File: config.mk
export PLATFORM = sky130hd
export DESIGN_NAME = wallace_8x8_product
export DESIGN_NICKNAME = d
export VERILOG_FILES = /design/src/rtl/wallace_8x8_product.sv
export SDC_FILE = /design/constraint.sdc
export NUM_CORES = 1
export LEC_CHECK = 0
export CORE_MARGIN = 8
export CORE_UTILIZATION = 55
export DETAILED_ROUTE_END_ITERATION = 7
export GPL_TIMING_DRIVEN = 0
export PLACE_DENSITY = 0.9
export SYNTH_ARGS = -nofsm -noshare
export SYNTH_HDL_FRONTEND = slang
export SYNTH_SLANG_ARGS = --single-unit
File: constraint.sdc
create_clock -name clk -period 10.75 [get_ports clk]
set_clock_uncertainty 0.15 [all_clocks]
set_input_delay 2.15 -clock clk [delete_from_list [all_inputs] [get_ports clk]]
set_output_delay 2.15 -clock clk [all_outputs]
set_load 0.01 [all_outputs]
File: src/rtl/wallace_8x8_product.sv
`default_nettype none
// +----------------------------------------------------------------------+
// | wallace_8x8_product                                                  |
// | Unsigned 8x8 Wallace-tree multiplier, registered 16-bit product.     |
// | Rev 1.0                                                              |
// +----------------------------------------------------------------------+

// Three-row carry-save stage: one full-adder cell per column. Columns where
// a row is constant zero fold into half adders or pass-throughs at synthesis.
module wallace_csa16 (
   input  logic [15:0] x,
   input  logic [15:0] y,
   input  logic [15:0] w,
   output logic [15:0] s,
   output logic [15:0] c
);
   logic [14:0] w_maj;

   assign s     = x ^ y ^ w;
   // The column-15 carry would have weight 2^16, which a product below 2^16 never reaches.
   assign w_maj = (x[14:0] & y[14:0]) | (x[14:0] & w[14:0]) | (y[14:0] & w[14:0]);
   assign c     = {w_maj, 1'b0};
endmodule

module wallace_8x8_product (
   input  logic        clk,
   input  logic        rst,
   input  logic [7:0]  a,
   input  logic [7:0]  b,
   output logic [15:0] z
);
   localparam int C_ROWS = 8;

   logic [15:0] w_pp [C_ROWS];
   logic [15:0] w_s1 [6];
   logic [15:0] w_s2 [4];
   logic [15:0] w_s3 [3];
   logic [15:0] w_s4 [2];
   logic [15:0] w_cy;
   logic [15:0] w_p;
   logic [15:0] r_z;

   generate
      for (genvar i = 0; i < C_ROWS; i++) begin : g_pp
         assign w_pp[i] = {8'h00, a & {8{b[i]}}} << i;
      end
   endgenerate

   // Stage 1: 8 -> 6 rows
   wallace_csa16 u_s1a (.x(w_pp[0]), .y(w_pp[1]), .w(w_pp[2]), .s(w_s1[0]), .c(w_s1[1]));
   wallace_csa16 u_s1b (.x(w_pp[3]), .y(w_pp[4]), .w(w_pp[5]), .s(w_s1[2]), .c(w_s1[3]));
   assign w_s1[4] = w_pp[6];
   assign w_s1[5] = w_pp[7];

   // Stage 2: 6 -> 4 rows
   wallace_csa16 u_s2a (.x(w_s1[0]), .y(w_s1[1]), .w(w_s1[2]), .s(w_s2[0]), .c(w_s2[1]));
   wallace_csa16 u_s2b (.x(w_s1[3]), .y(w_s1[4]), .w(w_s1[5]), .s(w_s2[2]), .c(w_s2[3]));

   // Stage 3: 4 -> 3 rows
   wallace_csa16 u_s3a (.x(w_s2[0]), .y(w_s2[1]), .w(w_s2[2]), .s(w_s3[0]), .c(w_s3[1]));
   assign w_s3[2] = w_s2[3];

   // Stage 4: 3 -> 2 rows
   wallace_csa16 u_s4a (.x(w_s3[0]), .y(w_s3[1]), .w(w_s3[2]), .s(w_s4[0]), .c(w_s4[1]));

   // Final ripple-carry adder; carry out of bit 15 is never formed.
   assign w_cy[0] = 1'b0;
   generate
      for (genvar i = 0; i < 16; i++) begin : g_rca
         assign w_p[i] = w_s4[0][i] ^ w_s4[1][i] ^ w_cy[i];
         if (i < 15) begin : g_carry
            assign w_cy[i+1] = (w_s4[0][i] & w_s4[1][i]) |
                               (w_s4[0][i] & w_cy[i])    |
                               (w_s4[1][i] & w_cy[i]);
         end
      end
   endgenerate

   always_ff @(posedge clk) begin
      if (rst) r_z <= 16'h0000;
      else     r_z <= w_p;
   end

   assign z = r_z;
endmodule
`default_nettype wire

==> results of run 1 <==
-- logic make-up (layout without fill, tap and decap cells) --
family / count (synthesis) / count (layout) / share of synthesized area [%]
XOR/XNOR: 1 / 1 / 0.418
AND/OR/NAND/NOR: 80 / 80 / 21.6
buffers and inverters: 44 / 80 / 8.29
adder cells (fa/ha/maj): 63 / 63 / 54.4
flip-flops: 16 / 16 / 15.3
-- area by class of cell --
cell class,instances,area share (%)
plain buffers,2,0.642
clock buffers,4,2.17
inverters,42,6.23
multi-input cells,144,63.3
flip-flops and latches,16,12.6
well taps,48,2.37
repair buffers,32,12.6
-- routing by layer --
layer  vias to the layer above  GRT usage [%]
li1                        659              -
met1                       745           16.5
met2                        53           29.1
met3                         8           2.88
met4                         0           5.09
met5                         -              0
-- cell usage after synthesis --
library cell / number
buf_2: 1
buf_6: 1
and2b_2: 6
nor2_1: 4
xnor2_1: 1
nand2_1: 27
nor2b_2: 6
and2_1: 37
fa_1: 47
ha_1: 16
dfxtp_1: 16
inv_1: 42
-- power by group --
group          internal, uW  leakage, uW  switching, uW
Combinational           117      0.00107            106
Sequential             78.3     0.000133           4.32
Clock                  32.5    0.0000288           19.7
Total                   228      0.00123            130
-- how the worst max path moves through the flow --
stage	from	endpoint	slack [ps]	depth (start not counted)
after floorplan	a[4]	z[15]	2430	21
after detailed placement	b[5]	z[15]	1580	21
final	b[5]	z[15]	1880	21
after global routing	b[5]	z[15]	1540	21
after CTS	b[5]	z[15]	1840	21
after global placement	b[5]	z[15]	1710	21
-- per-stage QoR --
step                      instance area, um^2  utilization, %  total power (uW)  hold WS, ps  std cells
after global routing                     2530            69.2               399         2570        288
after global placement                   2480            67.7               297         2740        284
after floorplan                          2100               -               227         2110        204
after CTS                                2530            69.2               365         2520        288
after detailed placement                 2480            67.7               313         2740        284
final                                    2530            69.2               358         2540        288
-- critical path: stages --
cell and delay (ps):
clkdlybuf4s50_1 650, nand2_1 150, fa_1 540, fa_1 510
fa_1 500, inv_1 40, ha_1 260, ha_1 170
inv_1 80, fa_1 200, fa_1 170, inv_1 50
fa_1 450, fa_1 460, fa_1 460, fa_1 460
fa_1 460, fa_1 460, fa_1 440, xnor2_1 160
nor2_1 60
==> flow_summary.yaml, run 1 <==
layout:
  fillers: 276
  area_delta_synth_final_pct: 20.8
  final_common_cell: "fa_1"
  final_nets: 322
  drive_gt1_share_pct: 7.50
  multiInputGateArea_um2: 1600
  seq_area_um2: 320
  final_cell_mix: "fa_1 (47), inv_1 (42), and2_1 (37), clkdlybuf4s50_1 (32), nand2_1 (27)"
  insertedDiodeCount: 0
  largest_register_ffs: 16
sta:
  hold_viol_final: 0
  period_minus_slack_ps: 8870
  layout_setup_ws_ps: 1880
  grt_setup_unrepaired: "false"
  fmax_ghz: 0.113
  tightestPinTransition_ps: 349
  tns_ps: 0
  slew_headroom_pct: 76.6
  period_share_pct: 82.5
  maxSlewViolCount: 0
  setup_viol: 0
placement:
  pre_cts_ws_ps: 1580
  hpwl_um: 3590
  port_buffers: 32
  place.gp.congestion: 0.817
cts:
  cts_resized: 0
  clkTransAtPathRegs_ps: 60
  cts_inserted_buffers: 3
  cts_buffer_depth: 2
  cts_tree: "built"
  cts_setup_buffers: 0
  clock_sinks: 16
  cts_root_buffer: "clkbuf_8"
  postCtsHoldBufs: 0
  h-tree-depth: 1
critical_path:
  cp_max_fo: 8
  startpoint_type: "primary input"
  worstPathRequired_ps: 10740
  worstPathArrival_ps: 8860
  critPathCaptureType: "flip-flop"
  crit_type: "primary input to flip-flop"
synth:
  seq_area_frac_synth_pct: 15.3
  ys_seq_elements: 16
  netlist_area_um2: 2100
  synth.avg_cell_area_um2: 10.3
  ys_top_cells_by_area: "fa_1 (45%), dfxtp_1 (15%), and2_1 (11%)"
  yosysTopAreaCell: "fa_1"
  synth_nets: 285
  synthCells: 204
  ys_types: 12
  synth_top_area_share_pct: 44.9
  yosysWarnings: 0
routing:
  drcViolationCount: 0
  drtIter0Drc: 87
  antenna_left: 0
  wl_met2_um: 2310
  viasPerCell: 5.09
  dr.pass1.iters: 4
  wl_met1_um: 1660
  wire_per_inst_um: 14.7
  met3WireLength_um: 210
  num_vias: 1465
  routed_wl_um: 4240
  top_layer_used: "met4"
job:
  max_cap_violations: 0
power_and_ir_drop:
  ir_drop_mv: 0.131
  power_density_nw_per_um2: 141
  power.leakage_uw: 0.00123
grt:
  grt_pass1_vias: 1719
  antenna_found_initial: 0
  grt_max_degree: 11
  grt_pass1_wl_um: 7600
  grt.total_usage_pct: 15.3
  overflow: 0
outcome:
  outcome: "finished clean"
floorplan:
  die_area_um2: 6040
  rows: 22
  die_h_um: 77.7
  design.core.area_um2: 3660
  die-width_um: 77.7
  start_util_pct: 57.3
  ios: 34
min_path:
  hold_depth: 3
  min-delay-start: "a[0]"
  holdPathEnd: "z[0]"
  hp-class: "primary input to flip-flop"
(Power assumes the default switching activity.)
==> run 2: changes to the inputs <==
CORE_UTILIZATION = 49   (was 55)
PLACE_DENSITY = 0.85   (was 0.9)
clock period = 7.95 ns   (was 10.75 ns; I/O delays follow)
==> run 2 against run 1 <==
Effect of this change:
- count of clock-buffer cells in the layout is the same
- power grew 36%
- die area grew 9.7%
- sequential share of layout area grew 0.27 points
- first-iteration DRC count shrank 78%
- core utilization is 8.1 points lower
- final cell count is 0.69% higher
- largest power group unchanged
==> flow_summary.yaml, run 2 (synthesized netlist as in run 1, its figures left out) <==
min_path:
  hold_depth: 3
  hp-class: "primary input to flip-flop"
grt:
  grt_pass1_wl_um: 7140
  antenna_found_initial: 0
  overflow: 0
  grt_pass1_vias: 1709
  grt_max_degree: 11
  grt.total_usage_pct: 13.8
layout:
  final_cell_mix: "fa_1 (46), inv_1 (42), and2_1 (37), nand2_1 (27), clkdlybuf4s50_1 (19)"
  drive_gt1_share_pct: 12.5
  area_delta_synth_final_pct: 18.3
  final_nets: 322
  insertedDiodeCount: 0
  final_util_pct: 61.1
  largest_register_ffs: 16
  final_common_cell: "fa_1"
power_and_ir_drop:
  seqPwrFrac_pct: 23.0
  switching_share_pct: 36.5
  ir_drop_mv: 0.164
  power_density_nw_per_um2: 196
  p_int_uw: 308
  combinationalPowerShare_pct: 62.6
  p_switching_uw: 177
  p_clk_share_pct: 14.5
  power.leakage_uw: 0.00123
floorplan:
  start_util_pct: 51.7
  design.core.area_um2: 4060
  ios: 34
  die_h_um: 81.4
  rows: 23
  die_area_um2: 6630
  die-width_um: 81.4
routing:
  num_vias: 1420
  wire_per_inst_um: 14.0
  routed_wl_um: 4060
  drtIter0Drc: 19
  dr.pass1.iters: 4
  antenna_left: 0
  drcViolationCount: 0
  viasPerCell: 4.90
critical_path:
  slowest_delay_ps: 580
  cp_max_fo: 8
  crit_type: "primary input to flip-flop"
  crit_chain: "buf_2 > nand2_1 > fa_1 > fa_1 > fa_1 > inv_1 > ha_1 > ha_1 > inv_1 > fa_1 > fa_1 > inv_1 > fa_1 > fa_2 > fa_1 > fa_1 > fa_1 > fa_1 > fa_1 > xnor2_1 > nor2_1"
  cp_num_buf_inv: 4
  crit_family: "adder cells"
  critPathMostFrequentCell: "fa_1"
  worstPathRequired_ps: 7940
  critPathCaptureType: "flip-flop"
  timing.critical_path.slowest_stage_cell: "fa_1"
  worstPathArrival_ps: 7690
  startpoint_type: "primary input"
  worstSetupPathDepth: 21
cts:
  cts_tree: "built"
  cts_inserted_buffers: 3
  cts_buffer_depth: 2
  h-tree-depth: 1
  cts_setup_buffers: 0
  clkTransAtPathRegs_ps: 60
  clock_sinks: 16
  cts_root_buffer: "clkbuf_8"
sta:
  grt_setup_unrepaired: "false"
  period_minus_slack_ps: 7700
  setup_viol: 0
  fmax_ghz: 0.130
  maxSlewViolCount: 0
  period_share_pct: 96.8
  tightestPinTransition_ps: 266
  hold_viol_final: 0
  slew_headroom_pct: 82.3
  holdWs_ps: 1510
placement:
  hpwl_um: 3460
  port_buffers: 32
  place.gp.congestion: 0.825
outcome:
  outcome: "finished clean"
job:
  max_cap_violations: 0
-- run 2: power by group through the flow --
stage | sequential, uW | clock [uW] | combinational [uW]
after floorplan | 126 | 0 | 181
after global placement | 113 | 0 | 291
after detailed placement | 113 | 0 | 308
after CTS | 112 | 72.4 | 313
after global routing | 114 | 76.7 | 345
final | 112 | 70.2 | 304
-- run 2: routing by layer --
| metal | vias to the layer above | GRT usage (%) | wire, um |
|---|---|---|---|
| li1 | 658 | - | - |
| met1 | 719 | 14.9 | 1530 |
| met2 | 41 | 26.7 | 2290 |
| met3 | 2 | 2.95 | 222 |
| met4 | 0 | 2.50 | 22 |
| met5 | - | 0 | 0 |
-- run 2: final timing paths --
| kind | end | start | slack, ps |
|---|---|---|---|
| max | z[15] | a[3] | 250 |
| min | z[0] | b[0] | 1510 |
-- run 2: final cells by class --
| cell class | instances | area, um^2 |
|---|---|---|
| Buffer | 2 | 16.3 |
| Clock buffer | 4 | 55.1 |
| Fill cell | 345 | 1580 |
| Inverter | 42 | 158 |
| Multi-Input combinational cell | 144 | 1610 |
| Sequential cell | 16 | 320 |
| Tap cell | 50 | 62.6 |
| Timing Repair Buffer | 32 | 263 |
-- run 2: what timing repair did --
action | 4_1_cts | 5_1_grt
resized for setup | 25 | 17
hold buffers | 0 | 0
setup endpoints to repair | 2 | 2
hold endpoints to repair | 0 | 0
-- run 2: through the flow --
| stage | cells | setup slack (ps) | power [uW] | TNS (ps) | area [um^2] |
|---|---|---|---|---|---|
| CTS | 290 | 0.751 | 498 | 0 | 2530 |
| global route | 290 | 19.2 | 536 | 0 | 2480 |
| detailed placement | 286 | -594 | 421 | -1320 | 2480 |
| finish | 290 | 255 | 485 | 0 | 2480 |
| global placement | 286 | -520 | 404 | -1110 | 2480 |
| floorplan | 204 | 185 | 308 | 0 | 2100 |
==> run 3: changes to the inputs <==
CELL_PAD_IN_SITES_DETAIL_PLACEMENT = 1   (was not set)
CELL_PAD_IN_SITES_GLOBAL_PLACEMENT = 1   (was not set)
CORE_UTILIZATION = 38   (was 49)
==> run 3 against run 2 <==
Effect of this change:
- routed wire length rose by 14%
- power rose by 1.9%
- final cell count grew 7.6%
- clock power grew 2%
- first-iteration DRC count increased by 120%
- global-route usage down 1.7 points
- via count rose by 2.4%
- core utilization shrank 14 points
- final area rose by 3.6%
- critical path type unchanged
- critical endpoint unchanged
==> flow_summary.yaml, run 3 (synthesized netlist as in run 1, its figures left out) <==
outcome:
  outcome: "finished clean"
placement:
  place.gp.congestion: 0.794
  hpwl_um: 3950
  port_buffers: 32
  pre_cts_ws_ps: -674
cts:
  clock_sinks: 16
  cts_tree: "built"
  cts_buffer_depth: 2
  h-tree-depth: 1
  clkTransAtPathRegs_ps: 60
  cts_root_buffer: "clkbuf_8"
  cts_inserted_buffers: 3
  cts_setup_buffers: 0
  postCtsHoldBufs: 0
routing:
  routed_wl_um: 4630
  drtIter0Drc: 41
  wire_per_inst_um: 14.8
  dr.pass1.iters: 4
  viasPerCell: 4.66
  antenna_left: 0
  drcViolationCount: 0
  num_vias: 1454
grt:
  antenna_found_initial: 0
  grt_pass1_vias: 1758
  overflow: 0
  grt_pass1_wl_um: 8060
  grt_max_degree: 11
  grt.total_usage_pct: 12.1
critical_path:
  crit_type: "primary input to flip-flop"
  startpoint_type: "primary input"
  worstSetupPathDepth: 21
  crit_family: "adder cells"
  slowest_delay_ps: 540
  timing.critical_path.slowest_stage_cell: "fa_1"
  worstPathRequired_ps: 7950
  cp_max_fo: 8
  setup.worst_path.start: "a[1]"
  critPathCaptureType: "flip-flop"
  cp_num_buf_inv: 5
  worstPathArrival_ps: 7610
  crit_chain: "clkdlybuf4s15_2 > and2_1 > fa_1 > inv_1 > fa_1 > fa_1 > inv_1 > ha_1 > inv_1 > fa_2 > fa_1 > inv_1 > fa_1 > fa_2 > fa_2 > fa_2 > fa_2 > fa_2 > fa_1 > xnor2_1 > nor2_1"
power_and_ir_drop:
  ir_drop_mv: 0.146
  power_density_nw_per_um2: 193
  power.leakage_uw: 0.00123
floorplan:
  die-width_um: 90.3
  rows: 27
  start_util_pct: 38.8
  die_area_um2: 8150
  design.core.area_um2: 5410
  die_h_um: 90.3
  ios: 34
layout:
  final_cell_mix: "inv_1 (42), fa_1 (41), and2_1 (37), nand2_1 (27), clkdlybuf4s50_1 (19)"
  area_delta_synth_final_pct: 22.5
  insertedDiodeCount: 0
  final_common_cell: "inv_1"
  drive_gt1_share_pct: 14.6
  final_nets: 322
  largest_register_ffs: 16
sta:
  fmax_ghz: 0.131
  period_share_pct: 95.7
  grt_setup_unrepaired: "false"
  hold_viol_final: 0
  period_minus_slack_ps: 7610
  tightestPinTransition_ps: 306
  setup_viol: 0
  slew_headroom_pct: 79.6
  tns_ps: 0
  maxSlewViolCount: 0
  layout_setup_ws_ps: 341
min_path:
  hp-class: "primary input to flip-flop"
  min-delay-start: "b[0]"
  holdPathEnd: "z[0]"
  hold_depth: 3
job:
  max_cap_violations: 0
-- run 3: final cells by class --
| type | count | area [um^2] |
|---|---|---|
| fill | 605 | 2840 |
| multi-input combinational | 144 | 1620 |
| sequential | 16 | 320 |
| timing repair buffer | 32 | 312 |
| inverter | 42 | 158 |
| tap | 72 | 90.1 |
| clock buffer | 4 | 55.1 |
| buffer | 2 | 16.3 |
-- run 3: how the worst max path moves through the flow --
| stage | end | slack (ps) |
|---|---|---|
| global placement | z[15] | -550 |
| global route | z[15] | 40 |
| floorplan | z[15] | 190 |
| finish | z[15] | 340 |
| CTS | z[15] | 2 |
| detailed placement | z[15] | -670 |
-- run 3: metal layers --
metal | routed length (um) | GRT usage [%] | up-vias
met1 | 1780 | 13.1 | 758
met5 | 0 | 0 | -
met2 | 2590 | 22.9 | 33
met4 | 81 | 3.19 | 0
li1 | - | - | 657
met3 | 173 | 2.74 | 6
-- run 3: tightest hold or removal path, stage by stage --
cell	delay (ps)
clkbuf_2	160
nand2_1	100
nor2_1	40
-- run 3: metrics by stage --
stage / hold WS [ps] / instance area (um^2) / utilization [%] / cells / power [uW]
finish: 1530 / 2570 / 47.5 / 312 / 494
global route: 1540 / 2570 / 47.5 / 312 / 552
global placement: 2180 / 2510 / 46.4 / 308 / 410
detailed placement: 2190 / 2510 / 46.4 / 308 / 429
CTS: 1610 / 2570 / 47.6 / 312 / 504
floorplan: 1550 / 2100 / - / 204 / 308
-- run 3: where the power goes --
| part | leakage [uW] | total [uW] | switching [uW] | internal (uW) |
|---|---|---|---|---|
| registers | 0.000133 | 112 | 6.48 | 106 |
| clock network | 0.0000288 | 71.3 | 27.3 | 43.9 |
| logic | 0.00107 | 311 | 148 | 163 |
-- run 3: repair_timing --
| item | in CTS | in global routing |
|---|---|---|
| endpoints found under the hold margin | 0 | 0 |
| cloned | 0 | 0 |
| resized for setup | 34 | 12 |
| setup endpoints to repair | 2 | 2 |
| pin swaps | 0 | 0 |
